### config.mk
export PLATFORM = sky130hd
export DESIGN_NAME = alu_result_buffer
export DESIGN_NICKNAME = d
export VERILOG_FILES = /design/src/rtl/alu_result_buffer.sv
export SDC_FILE = /design/constraint.sdc
export NUM_CORES = 1
export LEC_CHECK = 0
export ABC_AREA = 1
export BUFFER_PORTS_ARGS = -buffer_cell sky130_fd_sc_hd__buf_4
export CAP_MARGIN = 20
export CORE_MARGIN = 5
export CORE_UTILIZATION = 52
export DETAILED_ROUTE_END_ITERATION = 10
export MAX_ROUTING_LAYER = met4
export PLACE_DENSITY = 0.83
export REMOVE_ABC_BUFFERS = 1
export SYNTH_ARGS = -nofsm -noshare
export SYNTH_HDL_FRONTEND = slang
export SYNTH_SLANG_ARGS = --single-unit
### constraint.sdc
create_clock -name clk -period 2.3 [get_ports clk]
set_input_delay 0.23 -clock clk [delete_from_list [all_inputs] [get_ports clk]]
set_output_delay 0.23 -clock clk [all_outputs]
set_load 0.03 [all_outputs]
### src/rtl/alu_result_buffer.sv
// alu_result_buffer: a show-ahead FIFO that buffers ALU results together with
// their condition flags.
// Optional feature macro ALU_RESULT_BUFFER_FLAGS_EN:
//   defined   -> carry/zero/negative are computed at push time, stored with
//                each entry and presented alongside the head data.
//   undefined -> no flag storage is built and the flag outputs read 0.
// The data path and the handshake are identical in both builds.
module alu_result_buffer #(
    parameter int W     = 32,
    parameter int DEPTH = 4
) (
    input  logic                     clk,
    input  logic                     rst_n,
    input  logic                     in_valid,
    output logic                     in_ready,
    input  logic [W:0]               in_result,
    input  logic [2:0]               in_alop,
    output logic                     out_valid,
    input  logic                     out_ready,
    output logic [W-1:0]             out_result,
    output logic                     out_carry,
    output logic                     out_zero,
    output logic                     out_neg,
    output logic [$clog2(DEPTH):0]   count
);

    localparam int AW = $clog2(DEPTH);
    localparam int CW = AW + 1;
    localparam logic [CW-1:0] FULL = CW'(DEPTH);

    logic [DEPTH-1:0][W-1:0] mem_data;
    logic [AW-1:0]           wr_ptr;
    logic [AW-1:0]           rd_ptr;
    logic [W-1:0]            hold_data;
    logic                    push;
    logic                    pop;

    // The handshake depends only on occupancy: in_ready never looks at out_ready.
    always_comb begin
        in_ready  = (count != FULL);
        out_valid = (count != '0);
        push      = in_valid && in_ready;
        pop       = out_valid && out_ready;
    end

    // Data storage needs no reset; only the slots between the pointers are ever read.
    always_ff @(posedge clk) begin
        if (push) mem_data[wr_ptr] <= in_result[W-1:0];
    end

    // Pointers wrap naturally because DEPTH is a power of two.
    always_ff @(posedge clk or negedge rst_n) begin
        if (!rst_n) begin
            wr_ptr <= '0;
            rd_ptr <= '0;
            count  <= '0;
        end else begin
            if (push) wr_ptr <= wr_ptr + 1'b1;
            if (pop)  rd_ptr <= rd_ptr + 1'b1;
            case ({push, pop})
                2'b10:   count <= count + CW'(1);
                2'b01:   count <= count - CW'(1);
                default: count <= count;
            endcase
        end
    end

    // Remember the entry leaving the head so the outputs hold it once empty.
    always_ff @(posedge clk or negedge rst_n) begin
        if (!rst_n)   hold_data <= '0;
        else if (pop) hold_data <= mem_data[rd_ptr];
    end

    // Show-ahead head: straight from storage while occupied, held value otherwise.
    always_comb begin
        out_result = out_valid ? mem_data[rd_ptr] : hold_data;
    end

`ifdef ALU_RESULT_BUFFER_FLAGS_EN
    // Flags packed as {carry, zero, neg}.
    logic [DEPTH-1:0][2:0] mem_flags;
    logic [2:0]            flags_in;
    logic [2:0]            hold_flags;
    logic [2:0]            head_flags;

    // Carry is only meaningful for the two arithmetic opcodes.
    always_comb begin
        flags_in[2] = ((in_alop == 3'b110) || (in_alop == 3'b101)) ? in_result[W] : 1'b0;
        flags_in[1] = (in_result[W-1:0] == '0);
        flags_in[0] = in_result[W-1];
    end

    // Flags are written alongside the data slot.
    always_ff @(posedge clk) begin
        if (push) mem_flags[wr_ptr] <= flags_in;
    end

    // Flag copy of the departing head, for the empty-hold behaviour.
    always_ff @(posedge clk or negedge rst_n) begin
        if (!rst_n)   hold_flags <= '0;
        else if (pop) hold_flags <= mem_flags[rd_ptr];
    end

    // Head flags follow the same selection as the head data.
    always_comb begin
        head_flags = out_valid ? mem_flags[rd_ptr] : hold_flags;
        out_carry  = head_flags[2];
        out_zero   = head_flags[1];
        out_neg    = head_flags[0];
    end
`else
    // Without flags, the opcode and carry-out bit have no consumer.
    logic unused_flag_inputs;
    assign unused_flag_inputs = ^{in_alop, in_result[W]};
    assign out_carry = 1'b0;
    assign out_zero  = 1'b0;
    assign out_neg   = 1'b0;
`endif

endmodule

Word-level counts from Yosys, hierarchy flattened. Cells that the tools add are included.

Add/subtract/negate cells: 4. $lt $le $gt $ge: 3. Equality and inequality tests: 3. Mux-type cells: 7. Reductions and logical operators: 5.

Operators by type and width (number): bitwise mux 128 bit (1); two-way mux 32 bit (3); binary-select mux 32 bit (select 2 bit) (1); demux 32 bit (select 2 bit) (1); less-than comparator 2 x 3 -> 1 bit (second input constant) (2); one-hot mux 3 bit (2 select lines) (1); adder 2 x 1 -> 2 bit (second input constant) (2); adder 3 x 1 -> 3 bit (second input constant) (1); logical AND 1 bit (3); != test 3 bit (second input constant) (1); nonzero test 3 bit (1); subtractor 3 x 1 -> 3 bit (second input constant) (1); equality test 2 x 1 -> 1 bit (second input constant) (1); equality test 2 bit (second input constant) (1); >= comparator 2 x 1 -> 1 bit (second input constant) (1); nonzero test 2 bit (1).

Flip-flop bits (word level): 167. Output and inout bits: 40. Word-level logic and storage cells: 30.

Depth between registers and ports, before layout.
Depth in word-level cells: 5. Gate-level depth with buffers: 10. Depth with buffers taken out: 10.

Worst setup path after synthesis. Ideal clock, no wire load.

Kind: register to register. Start: register count[0]. End: register mem_data[0] in the netlist's numbering (enable). Setup time: 0.421 ns. Arrival: 2.510 ns. Required time: 1.879 ns. Path slack: -0.631 ns. Cell stages (with the launch flop): 5. Period minus slack after synthesis: 2.931 ns. Cells stage by stage: dfrtp_1 nor2_4 nand2_1 nand2_2 nor2_1.

Cells in the longest elaborated chain, start to end: 2.

RTL lines: from (decl) (line 24) `output logic [$clog2(DEPTH):0] count`; from (signal assigned) (line 61) `2'b10: count <= count + CW'(1);`; from (signal assigned) (line 62) `2'b01: count <= count - CW'(1);`; from (signal assigned) (line 63) `default: count <= count;`; != test 3 bit (line 40) `in_ready = (count != FULL);`; named net in_ready (line 15) `output logic in_ready,`; logical AND 1 bit (line 42) `push = in_valid && in_ready;`; to (signal, indexed assignment) (line 48) `if (push) mem_data[wr_ptr] <= in_result[W-1:0];`; to (decl) (line 31) `logic [DEPTH-1:0][W-1:0] mem_data;`.

The timed path passes the listed nets, and every way through them passes these cells. A chain may end at the register's enable or synchronous reset.

Worst setup path in the final report.
Start: register rd_ptr[0]. End: output out_result[15].

Cells in the longest elaborated chain, start to end: 3.

RTL lines: from (decl) (line 33) `logic [AW-1:0] rd_ptr;`; from (signal assigned) (line 59) `if (pop) rd_ptr <= rd_ptr + 1'b1;`; binary-select mux 32 bit (select 2 bit) (line 76) `out_result = out_valid ? mem_data[rd_ptr] : hold_data;`; two-way mux 32 bit (implied by the code) (line 76); two-way mux 32 bit (line 76); to (decl) (line 20) `output logic [W-1:0] out_result,`.

No other way between the ends. The select of a mux whose other input is x is not followed.

==> impl_metrics.env <==
export IMPL_status="finished, final reports clean"
export IMPL_p_int_mw=7.562
export IMPL_synthFlopType="edfxtp_1"
export IMPL_initial_core_util_pct=52.67
export IMPL_synth_cells=635
export IMPL_grt_overflow=0
export IMPL_power_frac_comb_pct=45.5
export IMPL_wl_per_cell_um=17.22
export IMPL_grt_max_degree=66
export IMPL_skew_ns=0.009209
export IMPL_grt_pass1_wl_um=24950
export IMPL_grt_setup_unrepaired="no"
export IMPL_path_class="reg2out"
export IMPL_grt_use_total_pct=20.93
export IMPL_ant_nets=0
export IMPL_max_clock_path_buffers=2
export IMPL_drv_slew=0
export IMPL_syn_to_final_growth_pct=21.42
export IMPL_synth_top_area_share_pct=55.33
export IMPL_ys_types=20
export IMPL_h_tree_depth=4
export IMPL_synth_area_per_cell_um2=10.94
export IMPL_drc=0
export IMPL_pwr_share_seq_pct=34.0
export IMPL_fin_util_pct=63.94
export IMPL_synth_common_cells="nand2_1, nand3_1, edfxtp_1"
export IMPL_cpPeakStageDelay_ns=0.43
export IMPL_startpoint_type="flop"
export IMPL_nets=773
export IMPL_drt_total_wl_um=15770
export IMPL_fin_ws_ns=0.1362
export IMPL_synth_top_area_cell="edfxtp_1"
export IMPL_worstPathArrival_ns=1.93
export IMPL_cts_root_buf="clkbuf_16"
export IMPL_rows=42
export IMPL_synth_area_um2=6947
export IMPL_swShare_pct=41.83
export IMPL_worst_pin_slew_ns=0.5759
export IMPL_required_ns=2.07
export IMPL_dp_cells=865
export IMPL_grt_pass1_vias=5029
export IMPL_ios=80
export IMPL_cts_tree="built"
export IMPL_irDropWorstVdd_v=0.0008129
export IMPL_finalSetupViolCount=0
export IMPL_vias=5003
export IMPL_hpwl_um=8941
export IMPL_gp_congestion=0.7600
export IMPL_powerDensity_nw_per_um2=1541
export IMPL_min_period_ns=2.164
export IMPL_finalCritPeriodShare_pct=94.08
export IMPL_drtIter0Drc=438
export IMPL_maxCapViolCount=0
export IMPL_io_buffers=72
export IMPL_yosysWarnings=0
export IMPL_yosysSeqAreaShare_pct=69.38
export IMPL_place_ws_ns=0.3908
export IMPL_synth_edf_count=128
export IMPL_endpoint_kind="primary output"
export IMPL_tns_ns=0
export IMPL_clock_sinks=167
export IMPL_synthTopCellsByArea="edfxtp_1, nand2_1, dfrtp_1, nand3_1, buf_4"
export IMPL_hold_path_class="in2reg"
export IMPL_die_h_um=125.6
export IMPL_antenna_found_initial=0
export IMPL_synth_most_common_cell="nand2_1"
export IMPL_drive_gt1_share_pct=17.30
export IMPL_crit_slowest_cell="dfrtp_2"
export IMPL_synthArstFlopShare_pct=23.35
export IMPL_finalHoldViolCount=0
export IMPL_cts_buffers=17
export IMPL_die_width_um=125.6
export IMPL_insertedDiodeCount=0
export IMPL_synth_seq_cells=167
export IMPL_vias_per_cell=5.462
export IMPL_die_area_um2=15770
export IMPL_cts_setup_buffers=0
export IMPL_clkTransAtPathRegs_ns=0.06
export IMPL_p_clk_share_pct=20.5
export IMPL_insertion_delay_ns=0.42
export IMPL_leakage_nw=3.577
export IMPL_max_slew_margin_rel_pct=61.61
export IMPL_fillerInstances=916
export IMPL_switchingPower_mw=5.439
export IMPL_layoutNonFillerInstCount=916
export IMPL_dr_pass1_iters=5
export IMPL_max_freq_ghz=0.4622
export IMPL_crit_chain="inv_4 > buf_12 > nand2_1 > nand3_1 > nand3_1 > nand2_1 > buf_4"
export IMPL_path_max_fanout=43
export IMPL_core_um2=13190
## state kept, by name, indices dropped and copies added, names as in the netlist
| signal | flops |
|---|---|
| wr_ptr | 2 |
| mem_data | 128 |
| count | 3 |
| hold_data | 32 |
| rd_ptr | 2 |
## cell type report
type / instances / area, µm² / share of cell area, %
Clock buffer: 24 / 491.7 / 5.830
Inverter: 16 / 62.56 / 0.7417
Clock inverter: 8 / 72.57 / 0.8604
Tap cell: 176 / 220.2 / 2.611
Timing Repair Buffer: 107 / 879.6 / 10.43
Sequential cell: 167 / 4821 / 57.16
Multi-Input combinational cell: 418 / 1887 / 22.37
## timing repair
action,CTS,global route
hold buffers,18,1
setup endpoints to repair,0,27
resized for setup,0,3
endpoints found under the hold margin,102,1
## cell usage in the layout, fill, tap and decap left out
cell and n:
nand2_1 263, nand3_1 130, edfxtp_1 128, buf_4 85, dfrtp_1 38, dlygate4sd3_1 19
clkbuf_16 17, inv_1 14, nor2_4 5, ha_1 5, clkbuf_8 4, xor2_1 3
conb_1 3, clkbuf_1 3, clkinv_2 3, nand2_4 2, o21ai_0 2, xnor2_1 2
clkinvlp_4 2, buf_12 2, nand2_2 1, a21oi_4 1, inv_4 1, inv_2 1
fa_1 1, clkinv_1 1, clkinv_4 1, bufinv_16 1, buf_6 1, dfrtp_2 1
## cells by family after synthesis
family                     Yosys count  synth area share, %
AOI/OAI and AO/OA                    3               0.3783
DFF                                167                69.38
and+or+nand+nor                    401                24.37
other                                1              0.05398
buffers and inverters               52                3.998
xor gates and xnor gates             5               0.6305
adders and majority gates            6                1.189
## layer usage
metal	share of wire, %	GRT usage (%)	routed length [µm]
met1	39	25.27	6085
met2	50	33.23	7903
met3	9.0	5.117	1423
met4	2.3	10.08	357
met5	0	-	0
## power by group through the flow
stage	registers (mW)	logic (mW)	clock network [mW]
finish	4.42	5.91	2.67
global route	4.49	6.46	2.82
CTS	4.41	5.92	2.69
detailed placement	4.46	5.85	0
global placement	4.41	5.66	0
floorplan	4.61	3.48	0
## worst paths after layout
kind / start / to / slack, ns / depth (start not counted)
setup reg to reg: count[0] / count[2] / 0.39 / 9
setup / recovery: rd_ptr[0] / out_result[15] / 0.14 / 7
hold / removal: in_result[3] / mem_data[99] / 0.01 / 1
min in group asynchronous: rst_n / count[2] / 0.35 / 2
hold reg to reg: hold_data[23] / hold_data[23] / 0.48 / 2
max in group asynchronous: rst_n / rd_ptr[0] / 1.53 / 2
## per-stage QoR
stage                     cell area [µm²]  total power, mW  hold slack (ns)
final                                8434            13.00          0.01411
after CTS                            8418            13.02         0.001000
after floorplan                      6736            8.091         -0.06559
after global placement               7674            10.08           0.2499
after detailed placement             7674            10.31           0.2567
after global routing                 8434            13.77         0.005699
## critical path: cells and delay by family, from the launching register on
kind | cells | cell delay (ns)
buffers and inverters | 3 | 0.65
flip-flops | 1 | 0.43
AND/OR/NAND/NOR | 4 | 0.42
(Power assumes the default switching activity.)
